===== config.mk =====
export PLATFORM = sky130hd
export DESIGN_NAME = id_ex_stage
export DESIGN_NICKNAME = d
export VERILOG_FILES = /design/src/rtl/id_ex_stage.sv
export SDC_FILE = /design/constraint.sdc
export NUM_CORES = 1
export LEC_CHECK = 0
export CELL_PAD_IN_SITES_DETAIL_PLACEMENT = 0
export CELL_PAD_IN_SITES_GLOBAL_PLACEMENT = 1
export CORE_ASPECT_RATIO = 0.7
export CORE_MARGIN = 2
export CORE_UTILIZATION = 25
export CTS_CLUSTER_SIZE = 30
export DETAILED_ROUTE_END_ITERATION = 8
export PLACE_DENSITY = 0.82
export SLEW_MARGIN = 10
export SYNTH_ARGS = -nofsm -noshare
export SYNTH_HDL_FRONTEND = slang
export SYNTH_SLANG_ARGS = --single-unit

===== constraint.sdc =====
create_clock -name clk -period 7.1 [get_ports clk]
set_input_delay 1.42 -clock clk [delete_from_list [all_inputs] [get_ports clk]]
set_output_delay 1.42 -clock clk [all_outputs]
set_load 0.005 [all_outputs]

===== src/rtl/id_ex_stage.sv =====
// ID/EX pipeline register with load-use stall detection, flush bubbling and
// MEM/WB operand forwarding into the ALU operand muxes.
module id_ex_stage (
    input  logic        clk,
    input  logic        reset,

    input  logic        id_valid,
    input  logic [31:0] id_pc,
    input  logic [31:0] id_rs_data,
    input  logic [31:0] id_rt_data,
    input  logic [31:0] id_imm,
    input  logic [4:0]  id_rs,
    input  logic [4:0]  id_rt,
    input  logic [4:0]  id_dst,
    input  logic [4:0]  id_shamt,
    input  logic [3:0]  id_alu_ctl,
    input  logic        id_sign,
    input  logic        id_src1_shamt,
    input  logic        id_src2_imm,
    input  logic        id_reg_write,
    input  logic        id_mem_read,
    input  logic        id_mem_write,

    input  logic        flush,

    input  logic        mem_reg_write,
    input  logic [4:0]  mem_dst,
    input  logic [31:0] mem_result,
    input  logic        mem_is_load,

    input  logic        wb_reg_write,
    input  logic [4:0]  wb_dst,
    input  logic [31:0] wb_data,

    output logic        stall,

    output logic        ex_valid,
    output logic        ex_reg_write,
    output logic        ex_mem_read,
    output logic        ex_mem_write,
    output logic [31:0] ex_pc,
    output logic [4:0]  ex_dst,

    output logic [31:0] alu_in1,
    output logic [31:0] alu_in2,
    output logic [3:0]  alu_ctl,
    output logic        alu_sign,
    output logic [31:0] ex_store_data
);

    logic [31:0] ex_rs_data;
    logic [31:0] ex_rt_data;
    logic [31:0] ex_imm;
    logic [4:0]  ex_rs;
    logic [4:0]  ex_rt;
    logic [4:0]  ex_shamt;
    logic        ex_src1_shamt;
    logic        ex_src2_imm;

    logic        hazard;
    logic        bubble;
    logic [31:0] fwd_rs;
    logic [31:0] fwd_rt;

    // A load in EX cannot supply its data until WB, so a consumer in decode must wait.
    always_comb begin
        hazard = ex_valid & ex_mem_read & (ex_dst != 5'd0) & id_valid &
                 ((id_rs == ex_dst) | (id_rt == ex_dst));
        stall  = hazard & ~flush;
        bubble = flush | stall;
    end

    always_ff @(posedge clk) begin
        if (reset || bubble) begin
            ex_valid      <= 1'b0;
            ex_reg_write  <= 1'b0;
            ex_mem_read   <= 1'b0;
            ex_mem_write  <= 1'b0;
            ex_pc         <= 32'd0;
            ex_dst        <= 5'd0;
            ex_rs_data    <= 32'd0;
            ex_rt_data    <= 32'd0;
            ex_imm        <= 32'd0;
            ex_rs         <= 5'd0;
            ex_rt         <= 5'd0;
            ex_shamt      <= 5'd0;
            ex_src1_shamt <= 1'b0;
            ex_src2_imm   <= 1'b0;
            alu_ctl       <= 4'd0;
            alu_sign      <= 1'b0;
        end else begin
            ex_valid      <= id_valid;
            ex_reg_write  <= id_reg_write;
            ex_mem_read   <= id_mem_read;
            ex_mem_write  <= id_mem_write;
            ex_pc         <= id_pc;
            ex_dst        <= id_dst;
            ex_rs_data    <= id_rs_data;
            ex_rt_data    <= id_rt_data;
            ex_imm        <= id_imm;
            ex_rs         <= id_rs;
            ex_rt         <= id_rt;
            ex_shamt      <= id_shamt;
            ex_src1_shamt <= id_src1_shamt;
            ex_src2_imm   <= id_src2_imm;
            alu_ctl       <= id_alu_ctl;
            alu_sign      <= id_sign;
        end
    end

    // MEM wins over WB; a load still in MEM has no data yet and is never a source.
    always_comb begin
        fwd_rs = ex_rs_data;
        if (ex_rs != 5'd0) begin
            if (mem_reg_write && !mem_is_load && (mem_dst == ex_rs))
                fwd_rs = mem_result;
            else if (wb_reg_write && (wb_dst == ex_rs))
                fwd_rs = wb_data;
        end
    end

    always_comb begin
        fwd_rt = ex_rt_data;
        if (ex_rt != 5'd0) begin
            if (mem_reg_write && !mem_is_load && (mem_dst == ex_rt))
                fwd_rt = mem_result;
            else if (wb_reg_write && (wb_dst == ex_rt))
                fwd_rt = wb_data;
        end
    end

    always_comb begin
        alu_in1       = ex_src1_shamt ? {27'd0, ex_shamt} : fwd_rs;
        alu_in2       = ex_src2_imm ? ex_imm : fwd_rt;
        ex_store_data = fwd_rt;
    end

endmodule


==> run metrics, run 1 <==
LEAKAGE=4.29 nW; max layer used=met5; Root Buffer=clkbuf_16; critical path class=input pin to output pin; CTS buffer count=17; area post-placement=11300 um2; sequential fraction of the synthesis area=0.440; Synth Flop Type=dfxtp_1; area share of the leading cell type in the synthesized netlist=0.440; setup ws final=858 ps; Critical Path Fanout Max=33; vias in the first global route=7187; Worst slew margin=0.214; CTS tree=done; worst min path class=flop to flop; most used cell, CP=clkdlybuf4s50_1; synthesized cell area=7230 um2; Routed WL per cell=21.1 um; pin count of the biggest net entering global routing=108; Final setup viols=0; post-route ant nets=0; async set-reset flop share out of synthesis=0; first-pass GRT wire length=47.6 mm; dpl ws=873 ps; cell with the most instances after synthesis=and2_1; Pwr Density=191 nW/um2; Post-CTS Hold Buffers=0; measured slew at the worst slew-check pin=1180 ps; die area=30300 um2; Max Cap Viol=0; skew final=22.5 ps; Iteration-0 DRC Markers=391; CP startpoint kind=input pin; crit path cell chain=clkdlybuf4s50_1, xnor2_1, nand4_1, or3_2, and2_2, o2bb2ai_1, clkdlybuf4s50_1; worst reg-to-reg path cell count=6; number of top-level pins=382; Layout Nets=1355; final non-filler cell total=1512; Slowest-stage cell, CP=and2_2; EDFF count, synth=0; drt via density=4.70; synthesis-stage register bit count=159; top cells by area, synth=dfxtp_1 (44%), and2_1 (14%), o2bb2ai_2 (6.2%); WL met2=14.2 mm; Syn Inst Count=774; final WL=32.0 mm; RSZ-0062 raised after global routing=false; Placer Congestion=0.878; IO buf count=381; DRC=0; CP endpoint kind=output pin; Hold Path Cell Cnt=5; Arrival @ worst endpoint=4820 ps; Post-Syn Nets=1013; Die Width=207 um; Clock Path Buffers=2; die height=146 um; most frequent cells after synthesis=and2_1 (160), dfxtp_1 (159), clkbuf_1 (50), nor3_1 (50), inv_1 (37); final worst path period share=0.879; Tmin final=6240 ps; post-CTS setup buffer count=0; DRT Pass-1 Iters=5; clock tree sinks=159; HPWL after detailed placement=23.7 mm; Ys Warns=0; Slew Limit Fails=0; post-route cell area=12000 um2; max incr delay on CP=1080 ps; Global Route Usage Sum=0.209; CTS clk-pin slew, worst paths=80 ps; share of layout cells above drive strength 1=0.101; endpoints failing hold=0; Synth cell types=34; Achievable Freq=160 MHz; GRT overflow=0; initial antenna violation count=8; maximum VDD drop=0.124 mV; Avg Cell Area, Syn=9.35 um2; overall via count from detail_route=7105; Setup TNS Final=0 ps; CP required=5680 ps; H-Tree Depth=4; Placeable Area=28700 um2; status=complete, no violations; fin util=0.417; row count=52; cell taking the most area after synthesis=dfxtp_1; area grow syn2layout=65.2%; wl on met1=14.9 mm; # resized after CTS=0; Cells after DPL=1475; clock latency on the worst-skew pair=440 ps; DR WL met3=2.42 mm; starting density of the core=0.252
placed cells by master (no fill, tap or decap), types with 4 or more instances in the layout:
cell             Yosys  final
diode_2              0      5
nor2_1              10      9
buf_4                1     13
a21oi_1             25     25
a32oi_1             32     32
a22o_1               5      5
and2_1             160    159
clkbuf_16            0     17
nand3_1              5      5
o21ai_0             32     32
a2111oi_1            5      5
xnor2_1             30     30
nand2_1              9      8
clkdlybuf4s50_1      0    381
o2bb2ai_2           30     30
o221a_2             22     22
inv_6                0      4
dfxtp_1            159    157
a31oi_1             30     30
clkinv_8             0      6
inv_1               37     37
nor2b_1             33     33
nor3_1              50     48
nor4_1              10     10
cell families (layout without fill, tap and decap cells):
family | count (synthesis) | after routing | synth area share
AOI/OAI and AO/OA | 185 | 185 | 0.219
buffers and inverters | 108 | 463 | 0.0650
other | 0 | 5 | 0
and+or+nand+nor | 292 | 292 | 0.240
xor gates and xnor gates | 30 | 30 | 0.0363
DFF | 159 | 159 | 0.440
per-stage QoR:
stage | hold WS [ps] | power (W)
3_3_place_gp | 1320 | 0.00136
6_report | 1360 | 0.00229
3_5_place_dp | 1350 | 0.00136
2_1_floorplan | 1030 | 0.00110
5_1_grt | 1450 | 0.00238
4_1_cts | 1380 | 0.00231
metal layers:
metal / vias to the layer above / track usage
met4: 2 / 0.0589
met3: 34 / 0.0718
met5: - / 0
li1: 3399 / -
met2: 275 / 0.317
met1: 3395 / 0.282
area by class of cell:
class                   instances  area (um2)
inverters                      37         139
well taps                     378         473
clock buffers                  18         439
clock inverters                14         171
fillers                      2841       16700
multi-input cells             507        3620
repair buffers                394        3910
flip-flops and latches        159        3190
diodes                          5        12.5
final timing paths:
path                                   from  slack, ps                to
worst min register to register  ex_mem_read       1360         ex_pc[12]
worst max register to register    ex_dst[0]       4990    ex_rs_data[18]
worst max-delay path              wb_dst[3]        860  ex_store_data[0]
worst min-delay path            ex_mem_read       1360         ex_pc[12]
where the power goes:
part / total [W] / internal [W] / switching [W] / leakage [nW]
Combinational: 0.000391 / 0.000245 / 0.000146 / 2.69
Clock: 0.000946 / 0.000485 / 0.000461 / 0.293
Sequential: 0.000949 / 0.000928 / 0.0000214 / 1.31
critical path, delay by kind of cell:
kind	cells	cell delay (ps)
and+or+nand+nor	3	2060
buffers and inverters	2	980
AOI/OAI and AO/OA	1	190
xor gates and xnor gates	1	140
flip-flops by register name, summed over array words and instances (netlist names):
signal / flops
alu_ctl: 4
alu_sign: 1
ex_dst: 5
ex_imm: 32
ex_mem_read: 1
ex_mem_write: 1
ex_pc: 32
ex_reg_write: 1
ex_rs: 5
ex_rs_data: 32
ex_rt: 5
ex_rt_data: 32
ex_shamt: 5
ex_src1_shamt: 1
ex_src2_imm: 1
ex_valid: 1
No activity file was read; power rests on OpenSTA's default activity.
==> run 2, diff against run 1 <==
- HOLD_SLACK_MARGIN: default -> 0.02
==> results of run 2 <==
The final DEF is identical to that of run 1; final timing and power are the same.
